==> src/rtl/vector_loader.sv <==
//------------------------------------------------------------------------------
// vector_loader
//
// Assembles UART receive bytes into DATA_W-bit words (little-endian: first
// byte lands in the LSB) and writes one vector of VEC_LEN words into a
// host-selected bank out of NUM_BANKS block-RAM port-A interfaces.
//
// Optional feature: define LOADER_TIMEOUT_EN to build an inter-byte timeout
// (TIMEOUT_CYCLES) that aborts a stalled load with an error pulse.
//
// Ports:
//   clk, rst_n     system clock, asynchronous active-low reset
//   rx_data        received UART byte, valid with rx_ready
//   rx_ready       one-cycle pulse, byte available
//   load_req       one-cycle pulse, start loading bank bank_sel
//   bank_sel       target bank, sampled with load_req
//   en             one-hot BRAM port-A enable (one bit per bank)
//   we             BRAM write enable
//   addr           BRAM write address
//   din            BRAM write data
//   busy           high while a load is in progress
//   done           one-cycle pulse, vector complete
//   error          one-cycle pulse, rejected request or timeout
//   words_loaded   words written in the current/last load
//------------------------------------------------------------------------------
`timescale 1ns/1ps

module vector_loader #(
  parameter int NUM_BANKS = 2,
  parameter int VEC_LEN   = 1024,
  parameter int DATA_W    = 8,
  parameter int ADDR_W    = $clog2(VEC_LEN),
  parameter int BANK_W    = (NUM_BANKS > 1) ? $clog2(NUM_BANKS) : 1
`ifdef LOADER_TIMEOUT_EN
  , parameter int TIMEOUT_CYCLES = 1_000_000
`endif
) (
  input  logic                 clk,
  input  logic                 rst_n,
  input  logic [7:0]           rx_data,
  input  logic                 rx_ready,
  input  logic                 load_req,
  input  logic [BANK_W-1:0]    bank_sel,
  output logic [NUM_BANKS-1:0] en,
  output logic                 we,
  output logic [ADDR_W-1:0]    addr,
  output logic [DATA_W-1:0]    din,
  output logic                 busy,
  output logic                 done,
  output logic                 error,
  output logic [ADDR_W:0]      words_loaded
);

  localparam int BPW  = DATA_W / 8;
  localparam int BC_W = (BPW > 1) ? $clog2(BPW) : 1;
  localparam logic [BC_W-1:0]   LAST_BYTE = BC_W'(BPW - 1);
  localparam logic [ADDR_W-1:0] LAST_WORD = ADDR_W'(VEC_LEN - 1);

  typedef enum logic [1:0] {IDLE, LOAD, FINISH} state_t;

  state_t                state_q, state_n;
  logic [BANK_W-1:0]     bank_q, bank_n;
  logic [ADDR_W-1:0]     idx_q, idx_n;
  logic [BC_W-1:0]       bcnt_q, bcnt_n;
  logic [DATA_W-1:0]     asm_q, asm_n;
  logic [NUM_BANKS-1:0]  en_n;
  logic                  we_n, busy_n, done_n, error_n;
  logic [ADDR_W-1:0]     addr_n;
  logic [DATA_W-1:0]     din_n;
  logic [ADDR_W:0]       wl_n;
  logic                  bank_ok;

`ifdef LOADER_TIMEOUT_EN
  localparam int TO_W = (TIMEOUT_CYCLES > 1) ? $clog2(TIMEOUT_CYCLES) : 1;
  localparam logic [TO_W-1:0] TO_LAST = TO_W'(TIMEOUT_CYCLES - 1);
  logic [TO_W-1:0] tmo_q, tmo_n;
`endif

  // Zero-extend so an out-of-range select is representable even when
  // NUM_BANKS is a power of two.
  assign bank_ok = ({1'b0, bank_sel} < (BANK_W + 1)'(NUM_BANKS));

  always_comb begin
    // NOTE: every signal driven here gets a default first, so no path
    // through the case can leave one unassigned and infer a latch.
    state_n = state_q;
    bank_n  = bank_q;
    idx_n   = idx_q;
    bcnt_n  = bcnt_q;
    asm_n   = asm_q;
    en_n    = '0;
    we_n    = 1'b0;
    addr_n  = addr;
    din_n   = din;
    busy_n  = busy;
    done_n  = 1'b0;
    error_n = 1'b0;
    wl_n    = words_loaded;
`ifdef LOADER_TIMEOUT_EN
    tmo_n   = tmo_q;
`endif

    unique case (state_q)
      IDLE: begin
        busy_n = 1'b0;
        if (load_req) begin
          if (bank_ok) begin
            bank_n  = bank_sel;
            idx_n   = '0;
            bcnt_n  = '0;
            asm_n   = '0;
            wl_n    = '0;
            busy_n  = 1'b1;
            state_n = LOAD;
`ifdef LOADER_TIMEOUT_EN
            tmo_n   = '0;
`endif
          end else begin
            error_n = 1'b1;
          end
        end
      end

      LOAD: begin
        if (rx_ready) begin
`ifdef LOADER_TIMEOUT_EN
          tmo_n = '0;
`endif
          // Bytes are placed by position, so the word written out below
          // already contains the byte arriving in this same cycle.
          asm_n[int'(bcnt_q) * 8 +: 8] = rx_data;
          if (bcnt_q == LAST_BYTE) begin
            bcnt_n = '0;
            en_n   = NUM_BANKS'(1) << bank_q;
            we_n   = 1'b1;
            addr_n = idx_q;
            din_n  = asm_n;
            idx_n  = idx_q + ADDR_W'(1);
            wl_n   = words_loaded + (ADDR_W + 1)'(1);
            if (idx_q == LAST_WORD) state_n = FINISH;
          end else begin
            bcnt_n = bcnt_q + BC_W'(1);
          end
        end
`ifdef LOADER_TIMEOUT_EN
        else if (tmo_q == TO_LAST) begin
          // Stalled sender: drop the partial word, keep words_loaded.
          error_n = 1'b1;
          busy_n  = 1'b0;
          bcnt_n  = '0;
          asm_n   = '0;
          state_n = IDLE;
        end else begin
          tmo_n = tmo_q + TO_W'(1);
        end
`endif
      end

      FINISH: begin
        // busy stays high through the done cycle and drops from IDLE.
        done_n  = 1'b1;
        state_n = IDLE;
      end

      default: state_n = IDLE;
    endcase
  end

  always_ff @(posedge clk or negedge rst_n) begin
    // NOTE: non-blocking assignments so every register samples the values
    // from before this edge, independent of statement order.
    if (!rst_n) begin
      state_q      <= IDLE;
      bank_q       <= '0;
      idx_q        <= '0;
      bcnt_q       <= '0;
      asm_q        <= '0;
      en           <= '0;
      we           <= 1'b0;
      addr         <= '0;
      din          <= '0;
      busy         <= 1'b0;
      done         <= 1'b0;
      error        <= 1'b0;
      words_loaded <= '0;
`ifdef LOADER_TIMEOUT_EN
      tmo_q        <= '0;
`endif
    end else begin
      state_q      <= state_n;
      bank_q       <= bank_n;
      idx_q        <= idx_n;
      bcnt_q       <= bcnt_n;
      asm_q        <= asm_n;
      en           <= en_n;
      we           <= we_n;
      addr         <= addr_n;
      din          <= din_n;
      busy         <= busy_n;
      done         <= done_n;
      error        <= error_n;
      words_loaded <= wl_n;
`ifdef LOADER_TIMEOUT_EN
      tmo_q        <= tmo_n;
`endif
    end
  end

endmodule

==> config.mk <==
export PLATFORM = sky130hd
export DESIGN_NAME = vector_loader
export DESIGN_NICKNAME = d
export VERILOG_FILES = /design/src/rtl/vector_loader.sv
export SDC_FILE = /design/constraint.sdc
export NUM_CORES = 1
export LEC_CHECK = 0
export ABC_AREA = 1
export BUFFER_PORTS_ARGS = -buffer_cell sky130_fd_sc_hd__buf_2
export CAP_MARGIN = 25
export CORE_MARGIN = 5
export CORE_UTILIZATION = 57
export DETAILED_ROUTE_END_ITERATION = 6
export PLACE_DENSITY_LB_ADDON = 0.15
export SLEW_MARGIN = 20
export SYNTH_ARGS = -nofsm -noshare
export SYNTH_HDL_FRONTEND = slang
export SYNTH_SLANG_ARGS = --single-unit
==> constraint.sdc <==
create_clock -name clk -period 3.9 [get_ports clk]
set_input_delay 0.195 -clock clk [delete_from_list [all_inputs] [get_ports clk]]
set_output_delay 0.195 -clock clk [all_outputs]
set_load 0.01 [all_outputs]
# Word level (Yosys, flattened, before mapping)
# Index checks and enable logic that the tools add are counted.
# classes
n_reduce_logical	7
n_bitwise	1
shifts	3
eq_ne	7
addsub	4
muxes	29
# ops
cell	n
two-way mux 11 bit	3
negator 4 -> 33 bit	1
variable shift 8 x 33 -> 8 bit (first input constant)	1
indexed part select 8 x 33 -> 8 bit	1
two-way mux 10 bit	3
case mux 11 bit (2 select lines)	1
case mux 10 bit (2 select lines)	1
two-way mux 8 bit	2
case mux 8 bit (2 select lines)	1
two-way mux 2 bit	7
adder 11 x 1 -> 11 bit (second input constant)	1
adder 10 x 1 -> 10 bit (second input constant)	1
equality test 10 bit (second input constant)	1
bitwise mux 8 bit	1
two-way mux 1 bit	8
!= test 2 bit (second input constant)	4
AND reduction 4 bit	2
AND reduction 3 bit	2
case mux 2 bit (2 select lines)	1
equality test 2 x 1 -> 1 bit (second input constant)	1
equality test 2 bit (second input constant)	1
logical NOT 2 bit	1
case mux 1 bit (2 select lines)	1
AND reduction 2 bit	1
other kinds (4)	4
# totals
output_inout_bits	35
register_bits	56

# Depth between registers and ports, before layout
# Gate-level depths: netlist of the first run.
# depth
depth_word	5
mapped_depth	9
depth_no_buf	8

# Least setup slack after synthesis of the first run
# OpenSTA, ideal clock, no wires.
# synth_path
path_kind	flip-flop to flip-flop
from	reg state_q[1]
to	reg idx_q[6]
synth_period_minus_slack_ns	1.234
path_stages_with_launch	8
arrival_time_ns	1.115
n_path_buf	1
setup_ns	0.119
path_slack_ns	2.666
cell_sequence	dfrtp_1 > nor2_1 > nand2_1 > nand2_2 > buf_6 > nand3_1 > o21ai_1 > nor2_1
# synth_between
elab_chain_len	3
# synth_rtl
item	line_no	rtl
start: declaration	61	state_t state_q, state_n;
start signal: assignment	190	state_q <= state_n;
equality test 2 x 1 -> 1 bit or logical NOT 2 bit (tied branches)	103	unique case (state_q)
!= test 2 bit (no source line) or nonzero test 2 bit (tied branches)	--	
AND reduction 4 bit (no source line)	--	
end signal: assignment	192	idx_q <= idx_n;
end: declaration	63	logic [ADDR_W-1:0] idx_q, idx_n;
# Parallel ways exist; a longest one is shown, timed or not.
# A chain may end at the register's enable or synchronous reset.

# Final worst setup path of the first run
# Same ends and word-level chain as after synthesis.

==> results of run 1 <==
==> layout make-up <==
type,count,share of cell area (%)
sequential,47,45.81
inverter,30,4.386
tap,48,2.339
clock inverter,2,2.339
multi-input combinational,182,32.85
timing repair buffer,47,9.454
clock buffer,6,2.827
==> layer usage <==
layer  part of all wire, %  GRT usage [%]  vias to the layer above  routed length [µm]
met2                    44          28.78                       68                1916
li1                      -              -                      935                   -
met5                     0              0                        -                   0
met4                   1.1          5.428                        0                  48
met3                   8.6          5.610                        6                 372
met1                    46          25.52                      815                2003
==> kinds of logic after synthesis <==
kind of cell    share of synthesized area (%)
compound gates                          6.078
xor+xnor                               0.4014
fa+ha+maj                               1.147
buf+inv                                 7.454
flops                                   53.90
other cells                            0.1719
simple gates                            30.85
==> registers in the layout, indices dropped and copies added (netlist names) <==
signal and count:
words_loaded 11, addr 10, idx_q 10, din 8, en 2, state_q 2
bank_q 1, busy 1, done 1, we 1
==> report_power, final <==
group          internal [W]  switching (W)  leakage [nW]  total (W)
clock              0.000256       0.000156        0.0654   0.000412
combinational      0.000145       0.000226         0.767   0.000371
sequential         0.000591       0.000106         0.573   0.000697
==> synth_stat cells <==
cell and number:
nor2_1 23, buf_6 1, o21bai_1 1, nor2_8 1, nand2_2 2, nand3_2 2
nand2_4 1, nor3_2 1, ha_1 2, nand2_1 91, a21oi_1 5, xor2_1 1
nand3_1 15, buf_2 4, inv_1 27, o21ai_1 5, dfrtp_1 47, nor2_2 1
clkbuf_1 1, nand4_1 10, conb_1 1, nor4_1 1, and3_1 1, buf_4 2
nor3_1 3, o21ai_0 15, inv_2 3
==> metrics by stage <==
step           util (%)  setup slack, ns  total power (W)
4_1_cts           69.27            2.133         0.001495
6_report          69.61            2.142         0.001481
3_5_place_dp      65.67            2.138         0.001081
5_1_grt           69.61            1.954         0.001596
2_1_floorplan         -            2.666        0.0009309
3_3_place_gp      65.67            2.207         0.001073
==> critical path, cell delays in order (launching register included) <==
cell	delay (ns)
dfrtp_1	0.46
nor2_1	0.16
nand2_1	0.27
nand2_2	0.42
nand3_1	0.15
o21ai_1	0.14
nor2_1	0.06
==> worst max path at each step <==
stage | startpoint | endpoint | slack, ns | cells past startpoint
6_report | state_q[1] | idx_q[6] | 2.14 | 6
5_1_grt | state_q[1] | idx_q[6] | 1.95 | 6
4_1_cts | state_q[1] | idx_q[6] | 2.13 | 6
3_5_place_dp | state_q[1] | idx_q[6] | 2.14 | 6
3_3_place_gp | state_q[1] | idx_q[6] | 2.21 | 6
2_1_floorplan | state_q[1] | idx_q[6] | 2.67 | 7
==> summary.txt, run 1 <==
GRT
  – Overall routing resource usage: between 10% and 20%
  – Vias in the first global route: roughly 1.7k
  – Global-route wire length before repair: 7.672 mm
  – Congestion Overflow GR: 0
  – Initial antenna violation count: 0
  – Largest net degree at the start of global routing: 48

Timing
  – Final Setup Violations: 0
  – Pins Over Slew Limit: 0
  – Clock Skew: just over 0.005 ns
  – Setup TNS: 0 ns
  – Max-slew headroom: 59.35%
  – Final count of hold timing violations: 0
  – Fmax: 0.5690 GHz
  – Hold_ws: between 0.09 and 0.1 ns
  – Actual slew at the worst max-slew pin: approximately 0.61 ns
  – RSZ-0062 raised after global routing: no
  – Period utilization: 45.07%
  – Period minus WS final: between 1.5 and 2 ns

Clock tree
  – PostCTS Resize Cnt: 0
  – Max clock buf depth: 2
  – Number of CTS-inserted buffers: 5
  – Clk Latency, worst-skew pair: around 0.29 ns
  – Clk slew on worst S/H paths: about 0.090 ns
  – Hold buffer count at CTS: 0
  – Root buf cell: clkbuf_8
  – CTS tree: built
  – Post-CTS Setup Bufs: 0
  – CTS Sinks: 47
  – H-Tree Depth: 2

Setup path
  – Worst EP arrival: between 1.5 and 2 ns
  – Reg2reg path depth: 6
  – Minimum setup slack among reg-to-reg paths: 2.14 ns
  – Crit path max fanout: 21
  – Reg-to-reg endpoint: idx_q[6]
  – Reg2reg start: state_q[1]
  – Worst EP required: about 4 ns
  – Worst Setup Start Kind: flip-flop
  – CP Capture Type: flip-flop
  – Critical path type: flip-flop to flip-flop

Power
  – Leakage power: between 1 and 1.5 nW
  – Worst IR Drop VDD: ~0.33 mV
  – PwrDens: 576.7 nW/µm²

Floorplanning
  – Top-Level Pins: 48
  – Die W: between 70 and 80 µm
  – Die area: ~5200 µm²
  – Row count: 22
  – Initial Utilization: approximately 59%
  – Core Box Area: 3689 µm²
  – Die height: 71.87 µm

Synth
  – Sequential share of the synthesized area: 53.90%
  – Yosys Warn Count: 0
  – Cells after synthesis: between 200 and 300
  – Post-Syn Nets: 282
  – Synthesized flop and latch total: 47
  – Post-Syn Area: around 2200 µm²
  – Yosys cell types: 27
  – Post-synth top area share: a little over half
  – Area leader, netlist: dfrtp_1
  – Top cells by area, synth: dfrtp_1, nand2_1, inv_1, nor2_1, nand3_1
  – Post-Syn Area per Cell: around 8.2 µm²

Run
  – Max-cap check violation count: 0

Final layout
  – Antenna fix cells: 0
  – Commonest non-fill, non-tap cell in the layout: nand2_1
  – Post-route insts no fill: 362
  – Share of cells above drive strength 1: 20.38%
  – Final instance area: 2567 µm²
  – Nets: ~330
  – FF/Latch Area: around 1200 µm²
  – Layout fillers: between 300 and 400
  – Multi-input logic area: about 840 µm²
  – Most frequent cells in the layout: nand2_1, dfrtp_1, buf_2, inv_1, nor2_1
  – Layout area overhead: 17.66%

Route
  – First DRT Iteration DRCs: roughly 130
  – Antenna Violating Nets Remaining: 0
  – Total routed wirelength: between 4 and 5 mm
  – Residual DRC count: 0
  – DR WL/cell: between 10 and 15 µm
  – Via count: around 1.8k
  – Via density: 5.039
  – First-pass detailed-route iteration total: 4

Placed design
  – IO buf count: 46
  – Placed Cells incl. Taps: ~350
  – Final HPWL DP: 3.122 mm
  – Routability cong.: a little over 0.8
  – Post-DP Area: roughly 2400 µm²

Hold path
  – Hold Crit Depth: 3
  – Hold_sp: rx_data[4]
  – Hold endpoint: din[4]
  – HP Class: input port to flip-flop

Run status
  – Status: finished clean
No activity file was read; power rests on OpenSTA's default activity.
==> run 2: changes to the inputs <==
--- a/config.mk
+++ b/config.mk
@@ -5,11 +5,11 @@
 export SDC_FILE = /design/constraint.sdc
 export NUM_CORES = 1
 export LEC_CHECK = 0
-export ABC_AREA = 1
+export ABC_AREA = 0
 export BUFFER_PORTS_ARGS = -buffer_cell sky130_fd_sc_hd__buf_2
 export CAP_MARGIN = 25
 export CORE_MARGIN = 5
-export CORE_UTILIZATION = 57
+export CORE_UTILIZATION = 48
 export DETAILED_ROUTE_END_ITERATION = 6
 export PLACE_DENSITY_LB_ADDON = 0.15
 export SLEW_MARGIN = 20
==> constraint.sdc (replaced) <==
create_clock -name clk -period 1.6 [get_ports clk]
set_input_delay 0.08 -clock clk [delete_from_list [all_inputs] [get_ports clk]]
set_output_delay 0.08 -clock clk [all_outputs]
set_load 0.01 [all_outputs]
==> summary.txt, run 2 <==
Timing
  – Clock Skew: 0.005103 ns (was 0.005157 ns)
  – Pins Over Slew Limit: 0 (unchanged)
  – Period minus WS final: 1.528 ns (was 1.758 ns)
  – Max-slew headroom: 60.31% (was 59.35%)
  – Final Setup Violations: 0 (unchanged)
  – Setup TNS: 0 ns (unchanged)
  – Fmax: 0.6545 GHz (was 0.5690 GHz)
  – Final count of hold timing violations: 0 (unchanged)
  – Actual slew at the worst max-slew pin: 0.5954 ns (was 0.6092 ns)
  – RSZ-0062 raised after global routing: no (unchanged)
  – Period utilization: 95.50% (was 45.07%)

Synth
  – Post-Synth Adder-Cell Area: 1.182% (was 1.147%)
  – Yosys cell types: 34 (was 27)
  – Main combinational cell family by area after synthesis: simple AND/OR/NAND/NOR gates (unchanged)
  – Post-Syn Area per Cell: 9.667 µm² (was 8.173 µm²)
  – Post-Syn Area: 2117 µm² (was 2182 µm²)
  – Synth top cells by count: nand2_1, dfrtp_1, o21ai_0, a21oi_1, or4_1 (was nand2_1, dfrtp_1, inv_1, nor2_1)
  – Post-synth top area share: 55.56% (was 53.90%)
  – Ys flop type: dfrtp_1 (unchanged)
  – Top cells by area, synth: dfrtp_1, nand2_1, mux2i_1, o21ai_0, or4_1 (was dfrtp_1, nand2_1, inv_1, nor2_1, nand3_1)
  – Synthesized flop and latch total: 47 (unchanged)
  – FFs w/ async S/R, synth: 100.0% (unchanged)
  – Yosys Warn Count: 0 (unchanged)
  – Proportion of synthesized area in mux cells: 3.487% (was 0%)
  – Cells after synthesis: 219 (was 267)
  – Post-Syn Nets: 234 (was 282)
  – Xor-xnor portion of the synthesized cell area: 0.4137% (was 0.4014%)
  – Top-count cell post-synth: nand2_1 (unchanged)
  – Area leader, netlist: dfrtp_1 (unchanged)
  – Number of synthesized flops with an enable pin: 0 (unchanged)
  – Compound-gate portion of the synthesized area: 7.683% (was 6.078%)
  – Sequential share of the synthesized area: 55.56% (was 53.90%)
  – Synth Area in Simple Gates: 27.30% (was 30.85%)

Power
  – PwrDens: 1174 nW/µm² (was 576.7 nW/µm²)
  – Worst IR Drop VDD: 0.5334 mV (was 0.3339 mV)
  – Tot Pwr: 0.003184 W (was 0.001481 W)
  – Leakage power: 1.331 nW (was 1.405 nW)

Final layout
  – Nets: 301 (was 328)
  – Most frequent cells in the layout: nand2_1, buf_2, dfrtp_1, buf_4, o21ai_0 (was nand2_1, dfrtp_1, buf_2, inv_1, nor2_1)
  – Antenna fix cells: 0 (unchanged)
  – Biggest regs: words_loaded: 11 flops, addr: 10 flops, idx_q: 10 flops (unchanged)
  – FF/Latch Area: 1179 µm² (was 1176 µm²)
  – Multi-input logic area: 887.1 µm² (was 843.3 µm²)
  – Largest register by flop count: words_loaded (unchanged)
  – Layout fillers: 369 (was 314)
  – Layout area overhead: 28.13% (was 17.66%)
  – Commonest non-fill, non-tap cell in the layout: nand2_1 (unchanged)
  – Post-route insts no fill: 338 (was 362)
  – Share of cells above drive strength 1: 27.27% (was 20.38%)
  – Max reg flops: 11 (unchanged)

Clock tree
  – Max clock buf depth: 2 (unchanged)
  – Root buf cell: clkbuf_8 (unchanged)
  – CTS Sinks: 47 (unchanged)
  – Number of CTS-inserted buffers: 5 (unchanged)
  – CTS tree: built (unchanged)
  – Clk Latency, worst-skew pair: 0.29 ns (about the same)
  – Clk slew on worst S/H paths: 0.08 ns (was 0.09 ns)
  – H-Tree Depth: 2 (unchanged)

Setup path
  – Crit path max fanout: 7 (was 21)
  – Critical path type: flip-flop to flip-flop (unchanged)
  – Worst Setup Start Kind: flip-flop (unchanged)
  – Worst EP required: 1.82 ns (was 4.09 ns)
  – CP Capture Type: flip-flop (unchanged)
  – Worst EP arrival: 1.75 ns (was 1.95 ns)

GRT
  – Congestion Overflow GR: 0 (unchanged)
  – Largest net degree at the start of global routing: 48 (unchanged)
  – Initial antenna violation count: 0 (unchanged)
  – Vias in the first global route: 1715 (was 1707)
  – Global-route wire length before repair: 7.948 mm (was 7.672 mm)
  – Overall routing resource usage: 16.41% (was 18.67%)

Route
  – Via density: 5.198 (was 5.039)
  – Residual DRC count: 0 (unchanged)
  – DR top layer: met4 (unchanged)
  – Met2 wire length: 2.170 mm (was 1.916 mm)
  – DR WL/cell: 13.53 µm (was 11.99 µm)
  – First DRT Iteration DRCs: 123 (was 125)
  – Via count: 1757 (was 1824)
  – First-pass detailed-route iteration total: 4 (unchanged)
  – Antenna Violating Nets Remaining: 0 (unchanged)
  – Total routed wirelength: 4.574 mm (was 4.341 mm)
  – Met1 WL: 2.086 mm (was 2.003 mm)
  – Metal3 WL: 267 µm (was 372 µm)

Floorplanning
  – Die height: 76.41 µm (was 71.87 µm)
  – Die area: 5838 µm² (was 5165 µm²)
  – Initial Utilization: 48.96% (was 59.16%)
  – Row count: 24 (was 22)
  – Die W: 76.41 µm (was 71.87 µm)
  – Core Box Area: 4324 µm² (was 3689 µm²)
  – Top-Level Pins: 48 (unchanged)

Placed design
  – Placed Cells incl. Taps: 319 (was 353)
  – IO buf count: 46 (unchanged)
  – Routability cong.: 0.7723 (was 0.8260)
  – Final HPWL DP: 3.017 mm (was 3.122 mm)

Hold path
  – HP Class: input port to flip-flop (unchanged)

Run
  – Max-cap check violation count: 0 (unchanged)

Run status
  – Status: finished clean (unchanged)
## run 2: layout make-up
class                           instances  share of cell area (%)
Clock buffer                            6                   2.675
Clock inverter                          1                   1.107
Inverter                                4                  0.5535
Multi-Input combinational cell        156                   32.70
Sequential cell                        47                   43.45
Tap cell                               52                   2.399
Timing Repair Buffer                   72                   17.11
## run 2: kinds of logic (layout without fill, tap and decap cells)
logic type | count (synthesis) | count (layout)
other | 1 | 1
AOI/OAI and AO/OA | 28 | 28
DFF | 47 | 47
and+or+nand+nor | 117 | 117
buffers and inverters | 16 | 83
adders and majority gates | 2 | 2
muxes | 7 | 7
xor gates and xnor gates | 1 | 1
## run 2: critical path, cell delays in order (launching register included)
cell and delay, ns:
dfrtp_2 0.45, nand4b_1 0.33, or4_1 0.54, a21oi_1 0.14
## run 2: timing repair
item | 4_1_cts | 5_1_grt
endpoints found under the setup margin | 0 | 10
setup buffers | 0 | 2
hold buffers | 10 | 0
endpoints found under the hold margin | 56 | 0
resized for setup | 0 | 10
## run 2: where the power goes
group	leakage, nW	total, W	internal, W	switching, W
Combinational	0.684	0.000749	0.000337	0.000412
Sequential	0.595	0.00162	0.00141	0.000208
Clock	0.0513	0.000817	0.000458	0.000359
Total	1.33	0.00318	0.00220	0.000980
## run 2: routing by layer
layer / global-route usage [%] / vias up
met5: 0 / -
met4: 6.294 / 0
met3: 4.255 / 5
met2: 26.03 / 41
met1: 21.46 / 823
li1: - / 888
## run 2: worst paths after layout
path,from,end,slack (ns),cells after the start
min in group asynchronous,rst_n,addr[1],0.41,3
max in group asynchronous,rst_n,state_q[1],0.77,3
max reg2reg,state_q[1],words_loaded[7],0.07,3
min reg2reg,bank_q,en[0],0.45,1
max,state_q[1],words_loaded[7],0.07,3
min,load_req,state_q[0],0.08,3
## run 2: per-stage QoR
step / setup slack [ns] / cell area, µm² / util, % / hold slack (ns)
floorplan: 0.09520 / 2117 / - / -0.2156
global placement: 0.06927 / 2456 / 56.80 / 0.2142
detailed placement: 0.02860 / 2456 / 56.80 / 0.2115
CTS: 0.01726 / 2659 / 61.49 / 0.07012
global route: 0.002778 / 2713 / 62.73 / 0.07260
finish: 0.07207 / 2713 / 62.73 / 0.07507
==> run 3: changes to the inputs <==
--- a/config.mk
+++ b/config.mk
@@ -9,7 +9,8 @@
 export BUFFER_PORTS_ARGS = -buffer_cell sky130_fd_sc_hd__buf_2
 export CAP_MARGIN = 25
 export CORE_MARGIN = 5
-export CORE_UTILIZATION = 48
+export CORE_UTILIZATION = 50
+export CTS_BUF_LIST = sky130_fd_sc_hd__clkbuf_2 sky130_fd_sc_hd__clkbuf_4 sky130_fd_sc_hd__clkbuf_8
 export DETAILED_ROUTE_END_ITERATION = 6
 export PLACE_DENSITY_LB_ADDON = 0.15
 export SLEW_MARGIN = 20
==> summary.txt, run 3 (same netlist as run 2, synthesis figures left out) <==
Timing
  – Setup WS post-layout: 0.01131 ns (was 0.07207 ns)
  – Setup TNS: 0 ns (unchanged)
  – Pins Over Slew Limit: 0 (unchanged)
  – Period utilization: 99.29% (was 95.50%)
  – Final Setup Violations: 0 (unchanged)
  – Period minus WS final: 1.589 ns (was 1.528 ns)
  – Final count of hold timing violations: 0 (unchanged)
  – Clock Skew: 0.006342 ns (was 0.005103 ns)
  – Fmax: 0.6295 GHz (was 0.6545 GHz)
  – RSZ-0062 raised after global routing: yes (was no)

Route
  – First DRT Iteration DRCs: 92 (was 123)
  – Residual DRC count: 0 (unchanged)
  – Via density: 5.214 (was 5.198)
  – Antenna Violating Nets Remaining: 0 (unchanged)
  – Via count: 1778 (was 1757)
  – Total routed wirelength: 4.516 mm (was 4.574 mm)
  – DR WL/cell: 13.24 µm (was 13.53 µm)
  – First-pass detailed-route iteration total: 4 (unchanged)

Run
  – Max-cap check violation count: 0 (unchanged)

GRT
  – Congestion Overflow GR: 0 (unchanged)
  – Largest net degree at the start of global routing: 30 (was 48)
  – Initial antenna violation count: 0 (unchanged)
  – Overall routing resource usage: 17.26% (was 16.41%)
  – Global-route wire length before repair: 7.452 mm (was 7.948 mm)
  – Vias in the first global route: 1632 (was 1715)

Clock tree
  – CTS tree: built (unchanged)
  – Number of CTS-inserted buffers: 5 (unchanged)
  – H-Tree Depth: 2 (unchanged)
  – CTS Sinks: 47 (unchanged)
  – Max clock buf depth: 2 (unchanged)
  – Clk slew on worst S/H paths: 0.09 ns (was 0.08 ns)
  – Root buf cell: clkbuf_8 (unchanged)
  – Clk Latency, worst-skew pair: 0.30 ns (was 0.29 ns)

Placed design
  – IO buf count: 46 (unchanged)
  – Routability cong.: 0.7882 (was 0.7723)
  – Placed Cells incl. Taps: 319 (unchanged)
  – Post-Place Worst Slack: 0.01210 ns (was 0.02860 ns)
  – Final HPWL DP: 3.126 mm (was 3.017 mm)

Final layout
  – Antenna fix cells: 0 (unchanged)
  – Max reg flops: 11 (unchanged)
  – Nets: 305 (was 301)
  – Largest register by flop count: words_loaded (unchanged)
  – Commonest non-fill, non-tap cell in the layout: nand2_1 (unchanged)
  – Biggest regs: words_loaded: 11 flops, addr: 10 flops, idx_q: 10 flops (unchanged)
  – Share of cells above drive strength 1: 28.18% (was 27.27%)
  – Layout fillers: 312 (was 369)
  – Post-route insts no fill: 341 (was 338)
  – Layout area overhead: 29.43% (was 28.13%)
  – Most frequent cells in the layout: nand2_1, buf_2, dfrtp_1, buf_4, o21ai_0 (unchanged)
  – Multi-input logic area: 865.8 µm² (was 887.1 µm²)
  – FF/Latch Area: 1179 µm² (unchanged)

Setup path
  – Worst EP required: 1.82 ns (about the same)
  – CP Capture Type: flip-flop (unchanged)
  – Buf/Inv on CP: 0 (unchanged)
  – Crit path max fanout: 9 (was 7)
  – Worst Setup Start Kind: flip-flop (unchanged)
  – Reg2reg path depth: 3 (unchanged)
  – Critical path type: flip-flop to flip-flop (unchanged)
  – Largest stage delay, worst path: 0.57 ns (was 0.54 ns)
  – CP max stage cell: or4_1 (unchanged)
  – Crit path depth: 3 (unchanged)
  – Top delay family on crit path: simple AND/OR/NAND/NOR gates (unchanged)
  – Worst-path cell chain: nand4b_1 > or4_1 > a21oi_2 (was nand4b_1 > or4_1 > a21oi_1)
  – Worst EP arrival: 1.81 ns (was 1.75 ns)

Hold path
  – Hold Crit Depth: 3 (unchanged)
  – HP Class: input port to flip-flop (unchanged)

Floorplanning
  – Initial Utilization: 52.17% (was 48.96%)
  – Core Box Area: 4058 µm² (was 4324 µm²)
  – Die height: 75.07 µm (was 76.41 µm)
  – Die W: 75.07 µm (was 76.41 µm)
  – Die area: 5636 µm² (was 5838 µm²)
  – Top-Level Pins: 48 (unchanged)
  – Row count: 23 (was 24)

Run status
  – Status: finished clean (unchanged)

Power
  – Worst IR Drop VDD: 0.7174 mV (was 0.5334 mV)
  – Leakage power: 1.360 nW (was 1.331 nW)
  – Tot Pwr: 0.003284 W (was 0.003184 W)
  – PwrDens: 1199 nW/µm² (was 1174 nW/µm²)
[run 3: cell types whose count changed in the layout (fill, tap and decap cells not counted), moves of 2 or more]
cell | before | now
buf_4 | 13 | 18
a21oi_2 | 0 | 2
a21oi_1 | 9 | 7
nor4_1 | 3 | 6
nor4_2 | 3 | 0
[run 3: final timing paths]
kind	startpoint	end	slack (ns)
worst max-delay path	state_q[1]	words_loaded[7]	0.01
worst min-delay path	load_req	state_q[0]	0.07
worst max register to register	state_q[1]	words_loaded[7]	0.01
worst min register to register	bank_q	en[0]	0.45
max in group asynchronous	rst_n	din[4]	0.85
min in group asynchronous	rst_n	addr[9]	0.26
[run 3: metal layers]
| metal | GRT usage [%] | up-vias | wire length (µm) |
|---|---|---|---|
| li1 | - | 901 | - |
| met1 | 24.01 | 840 | 2135 |
| met2 | 26.89 | 32 | 2160 |
| met3 | 4.005 | 5 | 163 |
| met4 | 5.336 | 0 | 56 |
| met5 | 0 | - | 0 |
[run 3: layout make-up]
class                      count  area share (%)
multi-input combinational    156           31.60
tap                           50           2.283
timing repair buffer          76           18.13
clock buffer                   6           3.014
sequential                    47           43.01
inverter                       4          0.5479
clock inverter                 2           1.416
[run 3: worst min-delay path: cells and delay by family]
family | cells | cell delay [ns]
buffers and inverters | 1 | 0.13
and+or+nand+nor | 2 | 0.14
[run 3: timing repair]
item | CTS | global route
buffers inserted | 0 | 4
endpoints found under the hold margin | 27 | 0
hold buffers | 10 | 0
gates resized for setup | 0 | 6
setup endpoints to repair | 0 | 10
[run 3: power breakdown]
part | switching, W | internal, W | leakage (nW)
registers | 0.000196 | 0.00141 | 0.595
clock network | 0.000387 | 0.000514 | 0.0618
logic | 0.000430 | 0.000349 | 0.703
total | 0.00101 | 0.00227 | 1.36
[run 3: through the flow]
stage	hold WS [ns]	cell area, µm²	utilization (%)
after floorplan	-0.2156	2117	-
after global placement	0.05605	2469	60.84
after detailed placement	0.06139	2469	60.84
after CTS	0.06392	2690	66.30
after global routing	0.06162	2740	67.53
final	0.07132	2740	67.53
